`src/rtl/fpaddsub_align_module.sv`:
```
// Two-stage FP add/sub operand alignment: order operands by magnitude, then right-shift the smaller mantissa.
// Optional sticky collection controlled by the FPADDSUB_ALIGN_STICKY_EN macro.
module fpaddsub_align_module (
    input  logic        clk,
    input  logic        rst,
    input  logic [31:0] A,
    input  logic [31:0] B,
    input  logic        Operation,
    input  logic        InValid,
    output logic        InReady,
    output logic [25:0] Mmax,
    output logic [25:0] Mmin,
    output logic        Sticky,
    output logic [7:0]  Exp,
    output logic [4:0]  Shift,
    output logic        Sign,
    output logic        OpEff,
    output logic        OutValid,
    input  logic        OutReady
);
    logic        w_en1, w_en2;
    logic [7:0]  w_exp_a, w_exp_b, w_exp_max, w_exp_min, w_d;
    logic [25:0] w_man_a, w_man_b;
    logic        w_swap, w_sb, w_opeff;
    logic [4:0]  w_shift;

    logic        r_v1, r_sign1, r_opeff1;
    logic [25:0] r_mmax1, r_mmin1;
    logic [7:0]  r_exp1;
    logic [4:0]  r_shift1;

    logic        r_v2, r_sign2, r_opeff2;
    logic [25:0] r_mmax2, r_mmin2;
    logic [7:0]  r_exp2;
    logic [4:0]  r_shift2;

    assign w_en2   = !r_v2 | OutReady;
    assign w_en1   = !r_v1 | w_en2;
    assign InReady = w_en1;

    // Denormals use effective exponent 1 with a cleared hidden bit.
    assign w_exp_a = (A[30:23] == 8'd0) ? 8'd1 : A[30:23];
    assign w_exp_b = (B[30:23] == 8'd0) ? 8'd1 : B[30:23];
    assign w_man_a = {|A[30:23], A[22:0], 2'b00};
    assign w_man_b = {|B[30:23], B[22:0], 2'b00};

    assign w_swap    = {w_exp_b, B[22:0]} > {w_exp_a, A[22:0]};
    assign w_exp_max = w_swap ? w_exp_b : w_exp_a;
    assign w_exp_min = w_swap ? w_exp_a : w_exp_b;
    assign w_d       = w_exp_max - w_exp_min;
    assign w_shift   = (w_d >= 8'd26) ? 5'd26 : w_d[4:0];
    assign w_sb      = B[31] ^ Operation;
    assign w_opeff   = A[31] ^ w_sb;

    always_ff @(posedge clk or negedge rst) begin
        if (!rst) begin
            r_v1     <= 1'b0;
            r_mmax1  <= '0;
            r_mmin1  <= '0;
            r_exp1   <= '0;
            r_shift1 <= '0;
            r_sign1  <= 1'b0;
            r_opeff1 <= 1'b0;
        end else if (w_en1) begin
            r_v1     <= InValid;
            r_mmax1  <= w_swap ? w_man_b : w_man_a;
            r_mmin1  <= w_swap ? w_man_a : w_man_b;
            r_exp1   <= w_exp_max;
            r_shift1 <= w_shift;
            r_sign1  <= w_swap ? w_sb : A[31];
            r_opeff1 <= w_opeff;
        end
    end

    // Logarithmic shifter: level gi shifts by 16>>gi under control of r_shift1[4-gi].
    logic [25:0] w_stage [0:5];
    assign w_stage[0] = r_mmin1;

    genvar gi;
    generate
        for (gi = 0; gi < 5; gi++) begin : g_lvl
            localparam int SH = 16 >> gi;
            assign w_stage[gi+1] = r_shift1[4-gi] ? (w_stage[gi] >> SH) : w_stage[gi];
        end
    endgenerate

`ifdef FPADDSUB_ALIGN_STICKY_EN
    logic w_stk [0:5];
    logic r_sticky2;
    assign w_stk[0] = 1'b0;
    generate
        for (gi = 0; gi < 5; gi++) begin : g_stk
            localparam int SH = 16 >> gi;
            assign w_stk[gi+1] = w_stk[gi] | (r_shift1[4-gi] & (|w_stage[gi][SH-1:0]));
        end
    endgenerate

    always_ff @(posedge clk or negedge rst) begin
        if (!rst)
            r_sticky2 <= 1'b0;
        else if (w_en2)
            r_sticky2 <= w_stk[5];
    end
    assign Sticky = r_sticky2;
`else
    assign Sticky = 1'b0;
`endif

    always_ff @(posedge clk or negedge rst) begin
        if (!rst) begin
            r_v2     <= 1'b0;
            r_mmax2  <= '0;
            r_mmin2  <= '0;
            r_exp2   <= '0;
            r_shift2 <= '0;
            r_sign2  <= 1'b0;
            r_opeff2 <= 1'b0;
        end else if (w_en2) begin
            r_v2     <= r_v1;
            r_mmax2  <= r_mmax1;
            r_mmin2  <= w_stage[5];
            r_exp2   <= r_exp1;
            r_shift2 <= r_shift1;
            r_sign2  <= r_sign1;
            r_opeff2 <= r_opeff1;
        end
    end

    assign OutValid = r_v2;
    assign Mmax     = r_mmax2;
    assign Mmin     = r_mmin2;
    assign Exp      = r_exp2;
    assign Shift    = r_shift2;
    assign Sign     = r_sign2;
    assign OpEff    = r_opeff2;

endmodule
```
`config.mk`:
```
export PLATFORM = sky130hd
export DESIGN_NAME = fpaddsub_align_module
export DESIGN_NICKNAME = d
export VERILOG_FILES = /design/src/rtl/fpaddsub_align_module.sv
export SDC_FILE = /design/constraint.sdc
export NUM_CORES = 1
export LEC_CHECK = 0
export BUFFER_PORTS_ARGS = -buffer_cell sky130_fd_sc_hd__buf_2
export CORE_ASPECT_RATIO = 0.9
export CORE_MARGIN = 2
export CORE_UTILIZATION = 35
export CTS_CLUSTER_DIAMETER = 50
export CTS_CLUSTER_SIZE = 20
export DETAILED_ROUTE_END_ITERATION = 8
export PLACE_DENSITY = 0.55
export REMOVE_ABC_BUFFERS = 1
export SLEW_MARGIN = 40
export SYNTH_ARGS = -nofsm -noshare
export SYNTH_HDL_FRONTEND = slang
export SYNTH_SLANG_ARGS = --single-unit
```
`constraint.sdc`:
```
create_clock -name clk -period 5.45 [get_ports clk]
set_clock_uncertainty 0.2 [all_clocks]
set_input_delay 0.2725 -clock clk [delete_from_list [all_inputs] [get_ports clk]]
set_output_delay 0.2725 -clock clk [all_outputs]
set_load 0.02 [all_outputs]
```
==> results of run 1 <==
-- layer usage --
layer	share of wire	vias up
met5	0	-
met4	0.012	0
met3	0.032	17
met2	0.45	115
met1	0.51	3086
li1	-	3282
-- sequential cells by signal (all words and copies together) (netlist names) --
register	cells
Exp	8
Mmax	24
Mmin	26
OpEff	1
OutValid	1
Shift	5
Sign	1
r_exp1	8
r_mmax1	24
r_mmin1	24
r_opeff1	1
r_shift1	5
r_sign1	1
r_v1	1
-- metrics by stage --
stage	cells	utilization	hold slack, ns
2_1_floorplan	790	-	-0.2231
3_3_place_gp	1224	0.3972	0.2012
3_5_place_dp	1224	0.3973	0.1989
4_1_cts	1304	0.4494	0.001887
5_1_grt	1304	0.4495	0.006454
6_report	1304	0.4495	0.009286
-- critical path: cells and delay by family --
kind / cells / cell delay (ns)
adder cells (fa/ha/maj): 1 / 0.34
AO/OA/AOI/OAI: 3 / 0.43
buffers and inverters: 5 / 1.91
AND/OR/NAND/NOR: 4 / 1.76
multiplexers: 1 / 0.26
-- what timing repair did --
item / 4_1_cts / 5_1_grt
resized for setup: 0 / 0
hold endpoints to repair: 122 / 0
hold buffers: 50 / 0
-- worst max path at each step --
| stage | slack, ns | startpoint | cells after the start | end |
|---|---|---|---|---|
| 4_1_cts | 0.55 | A[29] | 14 | r_mmax1[13]$_DFFE_PN0P_ |
| 3_3_place_gp | 0.76 | A[30] | 14 | r_shift1[1]$_DFFE_PN0P_ |
| 3_5_place_dp | 0.69 | A[30] | 14 | r_shift1[1]$_DFFE_PN0P_ |
| 5_1_grt | 0.13 | A[29] | 14 | r_mmax1[10]$_DFFE_PN0P_ |
| 2_1_floorplan | -0.55 | OutValid$_DFFE_PN0P_ | 5 | r_exp1[0]$_DFFE_PN0P_ |
| 6_report | 0.49 | A[29] | 14 | r_mmax1[15]$_DFFE_PN0P_ |
-- placed cells by master, fill, tap and decap left out, drive strengths merged, types with 3 or more instances in the layout --
cell type,count
buf,142
dfrtp,130
nor2,123
a21oi,109
mux2i,78
nand2,62
o21ai,53
dlygate4sd3,50
mux2,47
inv,35
ha,31
clkbuf,22
nor2b,12
a31oi,10
xnor2,7
nand3,7
a211oi,7
nor4,6
nand4,5
nor3,4
or3,4
o31ai,4
nand2b,4
bufinv,4
clkinv,4
a2bb2oi,3
xor2,3
a32o,3
o211ai,3
conb,3
-- layout make-up --
class | instances | area, sq um | area share
repair buffers | 193 | 1245 | 0.1273
well taps | 291 | 364.1 | 0.03722
inverters | 36 | 136.4 | 0.01394
clock inverters | 9 | 153.9 | 0.01573
flip-flops and latches | 130 | 3256 | 0.3328
clock buffers | 21 | 480.5 | 0.04912
multi-input cells | 624 | 4146 | 0.4239
-- report_power, final --
group / internal (uW) / total, uW / switching (uW)
Clock: 808 / 1240 / 430
Combinational: 368 / 873 / 505
Sequential: 1120 / 1250 / 129
Total: 2300 / 3360 / 1060
-- logic make-up after synthesis --
| family | Yosys count | share of synthesized area |
|---|---|---|
| buffers and inverters | 102 | 0.05174 |
| other | 1 | 0.0004815 |
| adder cells (fa/ha/maj) | 31 | 0.04981 |
| AO/OA/AOI/OAI | 215 | 0.1626 |
| flip-flops | 130 | 0.4177 |
| AND/OR/NAND/NOR | 239 | 0.1353 |
| XOR/XNOR | 10 | 0.01125 |
| multiplexers | 126 | 0.1711 |
==> summary.md, run 1 <==
| Metric | Value |
|---|---|
| Hold endpoint | `r_mmin1[22]$_DFFE_PN0P_` |
| Wirelength per Cell | `15.07 um` |
| Worst slew pin tran | `0.7981 ns` |
| DRC Markers | `0` |
| # IOs | `139` |
| Met1 Use GR | `0.2455` |
| Flops & latches, synth | `130` |
| Clk buf depth | `2` |
| Most common cell in the netlist | `dfrtp_1` |
| Yosys warnings | `0` |
| Synth-to-Final Area Change | `25.61%` |
| R2R depth | `6` |
| Post-synth ARST share | `1.000` |
| Port-buffer cells | `135` |
| ANT nets after route | `0` |
| Setup Crit Path Kind | `in -> reg` |
| Final setup margin | `0.4925 ns` |
| Post-place setup slack | `0.6910 ns` |
| Status | `finished clean` |
| # H-tree levels | `4` |
| Period utilisation layout | `0.9096` |
| Reg2reg start | `OutValid$_DFFE_PN0P_` |
| Full die area | `23460 sq um` |
| Placed Area | `8645 sq um` |
| Synth top cells by count | `dfrtp_1 (130), nor2_1 (122), a21oi_1 (109), mux2i_1 (78), nand2_1 (62)` |
| Largest net degree at the start of global routing | `88` |
| Worst Setup Start Kind | `input port` |
| Max-Cap Viols | `0` |
| Vias in the first global route | `6268` |
| Main synth FF type | `dfrtp_1` |
| Leak | `0.004584 uW` |
| Min Tclk post-route | `4.958 ns` |
| Top cells by area, synth | `dfrtp_1 (42%), mux2i_1 (10%), a21oi_1 (7.0%)` |
| Via density | `4.985` |
| Number of fill cells | `2173` |
| Initial DRC Count | `398` |
| Total length of routed wires | `19660 um` |
| Gate Count Post-Synth | `854` |
| Post-Syn Area | `7787 sq um` |
| RSZ-0062 raised after global routing | `no` |
| Worst setup EP type | `flop` |
| Min-delay src | `B[20]` |
| First-pass GRT wire length | `32430 um` |
| CTS tree | `done` |
| Die Y | `145.5 um` |
| Nets | `1102` |
| Crit-path max FO | `57` |
| CTS clk-pin slew, worst paths | `0.06 ns` |
| Latest clock arrival within the worst-skew pair | `0.42 ns` |
| Most Crowded Layer GR | `met2` |
| Final setup viols | `0` |
| Post-synth EDFFs | `0` |
| Number of CTS-inserted buffers | `17` |
| Initial antenna violation count | `0` |
| Hold Path Cell Cnt | `3` |
| Power Density | `343.6 nW/um^2` |
| Critical Path, Cell by Cell | `dlygate4sd3_1 -> buf_2 -> nor4_1 -> a21oi_1 -> ha_1 -> inv_1 -> or4b_1 -> nor4b_1 -> a31oi_2 -> nor2_4 -> buf_4 -> mux2i_1 -> dlygate4sd3_1 -> a21oi_1` |
| Final TNS setup | `0 ns` |
| Total GRT Usage | `0.1705` |
| Initial DRT Pass Iterations | `5` |
| Starting Density | `0.3579` |
| Yosys top cell area share | `0.4177` |
| Register area share after synthesis | `0.4177` |
| Placer congestion estimate | `0.8282` |
| Total power | `3361 uW` |
| Worst slew margin | `0.4679` |
| Critical path data required time | `5.51 ns` |
| Row count | `51` |
| CP max-delay cell | `buf_4` |
| Layout cells sized above 1 | `0.2320` |
| TritonCTS Sinks | `130` |
| Syn_area_per_cell | `9.119 sq um` |
| Die span in x | `161.2 um` |
| Worst reg-to-reg setup slack | `2.38 ns` |
| Fmax | `201.7 MHz` |
| Met3 usage | `0.02964` |
| Hold Crit Class | `in -> reg` |
| Hold Vio Cnt, Final | `0` |
| Area leader, netlist | `dfrtp_1` |
| Core ar. | `21760 sq um` |
| Grt met2 use | `0.2644` |
| Number of diodes | `0` |
| Root Buffer Master | `clkbuf_16` |
| Peak supply drop | `0.0002198 V` |
| CP max stage delay | `0.61 ns` |
| DP Wirelength | `13750 um` |
| R2R Path End | `r_mmax1[4]$_DFFE_PN0P_` |
| Fin area | `9782 sq um` |
| DR vias | `6500` |
| Setup bufs post-CTS | `0` |
| Fin. max-slew vios | `0` |
| Crit path DAT | `5.02 ns` |
| Yosys cell types | `59` |
| Global route total overflow | `0` |
No activity file was read; power rests on OpenSTA's default activity.
==> run 2, diff against run 1 <==
==> constraint.sdc (replaced) <==
create_clock -name clk -period 5.45 [get_ports clk]
set_clock_uncertainty 0.2 [all_clocks]
set_input_delay 0.8175 -clock clk [delete_from_list [all_inputs] [get_ports clk]]
set_output_delay 0.8175 -clock clk [all_outputs]
set_load 0.02 [all_outputs]
==> summary.md, run 2 (synthesis gave the netlist of run 1 again) <==
| Metric | Value |
|---|---|
| Post-CTS resize count | `0 (unchanged)` |
| Fin area | `9269 sq um (-5.2%)` |
| Layout cells sized above 1 | `0.2420 (+0.01000)` |
| Wirelength per Cell | `15.63 um (+3.7%)` |
| Die Y | `145.5 um (unchanged)` |
| CTS clk-pin slew, worst paths | `0.06 ns (about the same)` |
| Period utilisation layout | `0.8572 (-0.05242)` |
| Worst setup EP type | `flop` |
| Crit path DAT | `4.78 ns (-0.24 ns)` |
| Number of diodes | `0 (unchanged)` |
| Most frequent cells in the layout | `buf_2 (134), dfrtp_1 (129), nor2_1 (122), a21oi_1 (109), mux2i_1 (78)` |
| Worst reg-to-reg setup slack | `2.31 ns (-0.07 ns)` |
| Initial antenna violation count | `0 (unchanged)` |
| Commonest non-fill, non-tap cell in the layout | `buf_2` |
| Nets | `1054 (-4.4%)` |
| CTS tree | `done` |
| Initial DRC Count | `377 (-5.3%)` |
| Number of fill cells | `2201 (+1.3%)` |
| Flip-flop count of the largest register after layout | `26 (unchanged)` |
| Clk network pwr share | `0.362 (-0.006)` |
| Reg2reg start | `OutValid$_DFFE_PN0P_` |
| Cell internal pwr | `2214 uW (-3.6%)` |
| DP Wirelength | `13890 um (+1.0%)` |
| TritonCTS Sinks | `130 (unchanged)` |
| Largest net degree at the start of global routing | `89 (+1.1%)` |
| Status | `finished clean` |
| Synth-to-Final Area Change | `19.02%` |
| Min Tclk post-route | `4.672 ns (-0.2857 ns)` |
| Starting Density | `0.3579 (unchanged)` |
| # hold bufs at CTS | `0 (-100%)` |
| Max-Cap Viols | `0 (unchanged)` |
| Port-buffer cells | `135 (unchanged)` |
| Root Buffer Master | `clkbuf_16` |
| Worst Setup Start Kind | `input port` |
| Core ar. | `21760 sq um (unchanged)` |
| Via density | `4.987 (about the same)` |
| Sequential power share | `0.381 (+0.009)` |
| Leak | `0.004375 uW (-4.6%)` |
| Total length of routed wires | `19670 um (about the same)` |
| Hold Vio Cnt, Final | `0 (unchanged)` |
| Fmax | `214.0 MHz (+6.1%)` |
| DR vias | `6274 (-3.5%)` |
| Worst slew pin tran | `0.8576 ns (+0.05952 ns)` |
| Multi-input gate area | `4146 sq um (unchanged)` |
| Placed Area | `8662 sq um (+0.20%)` |
| Full die area | `23460 sq um (unchanged)` |
| Global route total overflow | `0 (unchanged)` |
| Hold Crit Class | `in -> async` |
| First-pass GRT wire length | `32460 um (about the same)` |
| ANT nets after route | `0 (unchanged)` |
| Placer congestion estimate | `0.8243 (-0.47%)` |
| Number of CTS-inserted buffers | `17 (unchanged)` |
| Peak supply drop | `0.0001709 V (-22%)` |
| Storage cell area | `3254 sq um (about the same)` |
| Initial DRT Pass Iterations | `5 (unchanged)` |
| Power Density | `353.4 nW/um^2 (+2.8%)` |
| # IOs | `139 (unchanged)` |
| Row count | `51 (unchanged)` |
| RSZ-0062 raised after global routing | `no` |
| Final setup viols | `0 (unchanged)` |
| R2R Path End | `r_mmin1[16]$_DFFE_PN0P_` |
| Clk buf depth | `2 (unchanged)` |
| Latest clock arrival within the worst-skew pair | `0.43 ns (about the same)` |
| Die span in x | `161.2 um (unchanged)` |
| R2R depth | `6 (unchanged)` |
| Critical path data required time | `5.55 ns (+0.04 ns)` |
| # H-tree levels | `4 (unchanged)` |
| Setup Crit Path Kind | `in -> reg` |
| Total GRT Usage | `0.1727 (+0.002128)` |
| Comb power frac | `0.257 (-0.003)` |
| Fin. max-slew vios | `0 (unchanged)` |
| Switching share of power | `0.3241 (+0.007664)` |
| Post-place setup slack | `0.3763 ns (-0.3147 ns)` |
| DRC Markers | `0 (unchanged)` |
| Vias in the first global route | `6123 (-2.3%)` |
| Psw | `1062 uW (-0.19%)` |
| Setup bufs post-CTS | `0 (unchanged)` |
| Final setup margin | `0.7782 ns (+0.2857 ns)` |
| Worst slew margin | `0.4276 (-0.04031)` |
| Crit-path max FO | `13 (-77%)` |
## run 2: changes by cell type in the layout (fill, tap and decap cells not counted), sizes merged
cell	change
buf	+3
bufinv	-1
dlygate4sd3	-50
clkbuf	+1
clkinv	+1
## run 2: stage by stage
| step | TNS [ns] | util | total power [uW] | std cells | hold slack, ns |
|---|---|---|---|---|---|
| after CTS | 0 | 0.4260 | 3323 | 1258 | 0.2252 |
| final | 0 | 0.4260 | 3275 | 1258 | 0.2055 |
| after detailed placement | 0 | 0.3981 | 2110 | 1226 | 0.2572 |
| after global routing | 0 | 0.4260 | 3478 | 1258 | 0.2637 |
| after floorplan | -57.56 | - | 1814 | 790 | 0.2301 |
| after global placement | 0 | 0.3978 | 2103 | 1226 | 0.2479 |
## run 2: worst max-delay path, cell delays in order
cell	delay (ns)
buf_2	0.11
nor4_1	0.39
a21oi_1	0.15
ha_1	0.30
inv_1	0.07
or4b_1	0.56
or3_1	0.43
a31oi_2	0.33
nor2_4	0.15
nor3_1	0.15
a31oi_1	0.07
ha_1	0.21
nand2_1	0.07
o31ai_1	0.09
a2bb2oi_1	0.26
xnor2_1	0.20
a21boi_0	0.13
a32o_1	0.27
## run 2: per-layer routing
metal / up-vias / global-route usage / routed length, um
met5: - / 0 / 0
met4: 0 / 0.04955 / 228
met3: 15 / 0.02935 / 689
met2: 132 / 0.2552 / 8428
met1: 2939 / 0.2587 / 10320
li1: 3188 / - / -
## run 2: final cells by class
class	count	area share
clock buffers	23	0.05157
clock inverters	9	0.01390
inverters	36	0.01471
multi-input cells	624	0.4474
flip-flops and latches	130	0.3511
well taps	291	0.03928
repair buffers	145	0.08207
## run 2: worst max-delay path by stage
stage	startpoint	to	slack, ns	cells past startpoint
6_report	A[30]	r_shift1[2]$_DFFE_PN0P_	0.78	18
5_1_grt	A[30]	r_shift1[1]$_DFFE_PN0P_	0.43	18
4_1_cts	A[30]	r_shift1[2]$_DFFE_PN0P_	0.82	18
3_5_place_dp	A[30]	r_shift1[2]$_DFFE_PN0P_	0.38	18
3_3_place_gp	A[30]	r_shift1[2]$_DFFE_PN0P_	0.43	18
2_1_floorplan	OutReady	InReady	-1.10	3
## run 2: power by group through the flow
stage	Combinational (uW)	Clock (uW)	Sequential, uW
after floorplan	468	0	1350
after global placement	841	0	1260
after detailed placement	846	0	1260
after CTS	850	1220	1250
after global routing	937	1270	1270
final	841	1190	1250
==> run 3, diff against run 2 <==
--- a/config.mk
+++ b/config.mk
@@ -5,14 +5,14 @@
 export SDC_FILE = /design/constraint.sdc
 export NUM_CORES = 1
 export LEC_CHECK = 0
-export BUFFER_PORTS_ARGS = -buffer_cell sky130_fd_sc_hd__buf_2
 export CORE_ASPECT_RATIO = 0.9
 export CORE_MARGIN = 2
 export CORE_UTILIZATION = 35
 export CTS_CLUSTER_DIAMETER = 50
 export CTS_CLUSTER_SIZE = 20
 export DETAILED_ROUTE_END_ITERATION = 8
-export PLACE_DENSITY = 0.55
+export DONT_BUFFER_PORTS = 1
+export PLACE_DENSITY = 0.5
 export REMOVE_ABC_BUFFERS = 1
 export SLEW_MARGIN = 40
 export SYNTH_ARGS = -nofsm -noshare
==> summary.md, run 3 (synthesis gave the netlist of run 1 again) <==
| Metric | Value |
|---|---|
| First-pass GRT wire length | `32260 um (-0.59%)` |
| Largest net degree at the start of global routing | `131 (+47%)` |
| Latest clock arrival within the worst-skew pair | `0.42 ns (about the same)` |
| Layout cells sized above 1 | `0.1224 (-0.1195)` |
| Worst setup EP type | `flop` |
| Initial DRC Count | `417 (+11%)` |
| Worst slew pin tran | `0.7552 ns (-0.1024 ns)` |
| Post-place setup slack | `0.4318 ns (+0.05553 ns)` |
| Core ar. | `21760 sq um (unchanged)` |
| CTS tree | `done` |
| Switching share of power | `0.3297 (+0.005602)` |
| ANT nets after route | `0 (unchanged)` |
| Clk network pwr share | `0.373 (+0.011)` |
| Setup bufs post-CTS | `0 (unchanged)` |
| DR vias | `5770 (-8.0%)` |
| Fin. max-slew vios | `0 (unchanged)` |
| Hold Vio Cnt, Final | `0 (unchanged)` |
| Wirelength per Cell | `17.35 um (+11%)` |
| DP Wirelength | `13460 um (-3.1%)` |
| Hold Crit Class | `in -> async` |
| Crit path DAT | `4.72 ns (-0.06 ns)` |
| Worst Setup Start Kind | `input port` |
| Placer congestion estimate | `0.8373 (+1.6%)` |
| Most frequent cells in the layout | `dfrtp_1 (130), nor2_1 (122), a21oi_1 (109), mux2i_1 (78), nand2_1 (62)` |
| Number of CTS-inserted buffers | `17 (unchanged)` |
| Layout Cells excl Fill | `1124 (-11%)` |
| Root Buffer Master | `clkbuf_16` |
| Commonest non-fill, non-tap cell in the layout | `dfrtp_1` |
| DRC Markers | `0 (unchanged)` |
| Final TNS setup | `0 ns (unchanged)` |
| Total GRT Usage | `0.1727 (about the same)` |
| Synth-to-Final Area Change | `10.80%` |
| Period utilisation layout | `0.8459 (-0.01130)` |
| Die Y | `145.5 um (unchanged)` |
| Critical path data required time | `5.56 ns (about the same)` |
| TritonCTS Sinks | `130 (unchanged)` |
| Row count | `51 (unchanged)` |
| Power Density | `366.7 nW/um^2 (+3.8%)` |
| Psw | `1043 uW (-1.7%)` |
| Nets | `920 (-13%)` |
| Port-buffer cells | `0 (-100%)` |
| Vias in the first global route | `5789 (-5.5%)` |
| Number of fill cells | `2215 (+0.64%)` |
| Min Tclk post-route | `4.610 ns (-0.06160 ns)` |
| Setup Crit Path Kind | `in -> reg` |
| Final setup viols | `0 (unchanged)` |
| Max-Cap Viols | `0 (unchanged)` |
| Cell internal pwr | `2121 uW (-4.2%)` |
| Worst slew margin | `0.4835 (+0.05590)` |
| Comb power frac | `0.195 (-0.062)` |
| Die span in x | `161.2 um (unchanged)` |
| Flip-flop count of the largest register after layout | `26 (unchanged)` |
| Placed Area | `7969 sq um (-8.0%)` |
| Sequential power share | `0.432 (+0.051)` |
| Via density | `5.133 (+2.9%)` |
| Peak supply drop | `0.0002118 V (+24%)` |
| Starting Density | `0.3579 (unchanged)` |
| Placed cell count | `1090 (-11%)` |
| Initial antenna violation count | `0 (unchanged)` |
| Fmax | `216.9 MHz (+1.3%)` |
| Leak | `0.003820 uW (-13%)` |
| Final setup margin | `0.8398 ns (+0.06160 ns)` |
| Total length of routed wires | `19500 um (-0.84%)` |
| Fin area | `8628 sq um (-6.9%)` |
| Number of diodes | `0 (unchanged)` |
| Crit-path max FO | `8 (-5)` |
| Initial DRT Pass Iterations | `4 (-1)` |
| Full die area | `23460 sq um (unchanged)` |
| RSZ-0062 raised after global routing | `no` |
| Clk buf depth | `2 (unchanged)` |
| CTS clk-pin slew, worst paths | `0.06 ns (about the same)` |
| # IOs | `139 (unchanged)` |
| Status | `finished clean` |
| Global route total overflow | `0 (unchanged)` |
| # H-tree levels | `4 (unchanged)` |
-- run 3: what timing repair did --
| action | CTS | global route |
|---|---|---|
| hold buffers | 1 | 0 |
| gates resized for setup | 0 | 0 |
| endpoints found under the hold margin | 130 | 0 |
-- run 3: final timing paths --
path	startpoint	end	slack, ns	cells past startpoint
worst min-delay path	rst	r_mmax1[8]$_DFFE_PN0P_	0.17	1
worst min register to register	r_v1$_DFFE_PN0P_	OutValid$_DFFE_PN0P_	0.27	1
worst max-delay path	A[30]	r_shift1[2]$_DFFE_PN0P_	0.84	17
worst max register to register	r_shift1[2]$_DFFE_PN0P_	Mmin[13]$_DFFE_PN0P_	2.84	6
min in group clk	r_v1$_DFFE_PN0P_	OutValid$_DFFE_PN0P_	0.27	1
max in group asynchronous	rst	r_opeff1$_DFFE_PN0P_	4.37	1
-- run 3: worst max-delay path, stage by stage --
cell and delay (ns):
nor4_1 0.37, a21oi_1 0.24, ha_1 0.33, inv_1 0.07, or4b_1 0.56, or3_1 0.43
a211oi_4 0.33, nor2_4 0.11, nor3_1 0.15, a31oi_1 0.06, ha_1 0.22, nand2_1 0.07
o31ai_1 0.09, a2bb2oi_1 0.25, xnor2_1 0.20, a21boi_0 0.13, a32o_1 0.27
-- run 3: power groups by stage --
stage	registers, uW	logic (uW)	clock network (uW)
global route	1390	705	1250
finish	1370	618	1180
global placement	1380	593	0
detailed placement	1390	597	0
CTS	1370	622	1210
floorplan	1350	468	0
-- run 3: cell type report --
class / instances / area, sq um / share of cell area
clock buffers: 19 / 442.9 / 0.05133
repair buffers: 11 / 122.6 / 0.01421
flip-flops and latches: 130 / 3253 / 0.3770
well taps: 291 / 364.1 / 0.04220
inverters: 36 / 137.6 / 0.01595
multi-input cells: 624 / 4146 / 0.4806
clock inverters: 13 / 161.4 / 0.01871
-- run 3: metal layers --
| layer | GRT usage | share of wire | routed length, um |
|---|---|---|---|
| met2 | 0.2517 | 0.43 | 8353 |
| met4 | 0.04598 | 0.011 | 221 |
| met5 | 0 | 0 | 0 |
| met1 | 0.2477 | 0.50 | 9787 |
| met3 | 0.05358 | 0.058 | 1138 |
-- run 3: metrics by stage --
stage | util | total power, uW | hold slack (ns)
finish | 0.3965 | 3164 | 0.1667
global route | 0.3965 | 3350 | 0.2231
CTS | 0.3953 | 3205 | 0.2025
detailed placement | 0.3662 | 1983 | 0.2514
global placement | 0.3662 | 1978 | 0.2385
floorplan | - | 1814 | 0.2301
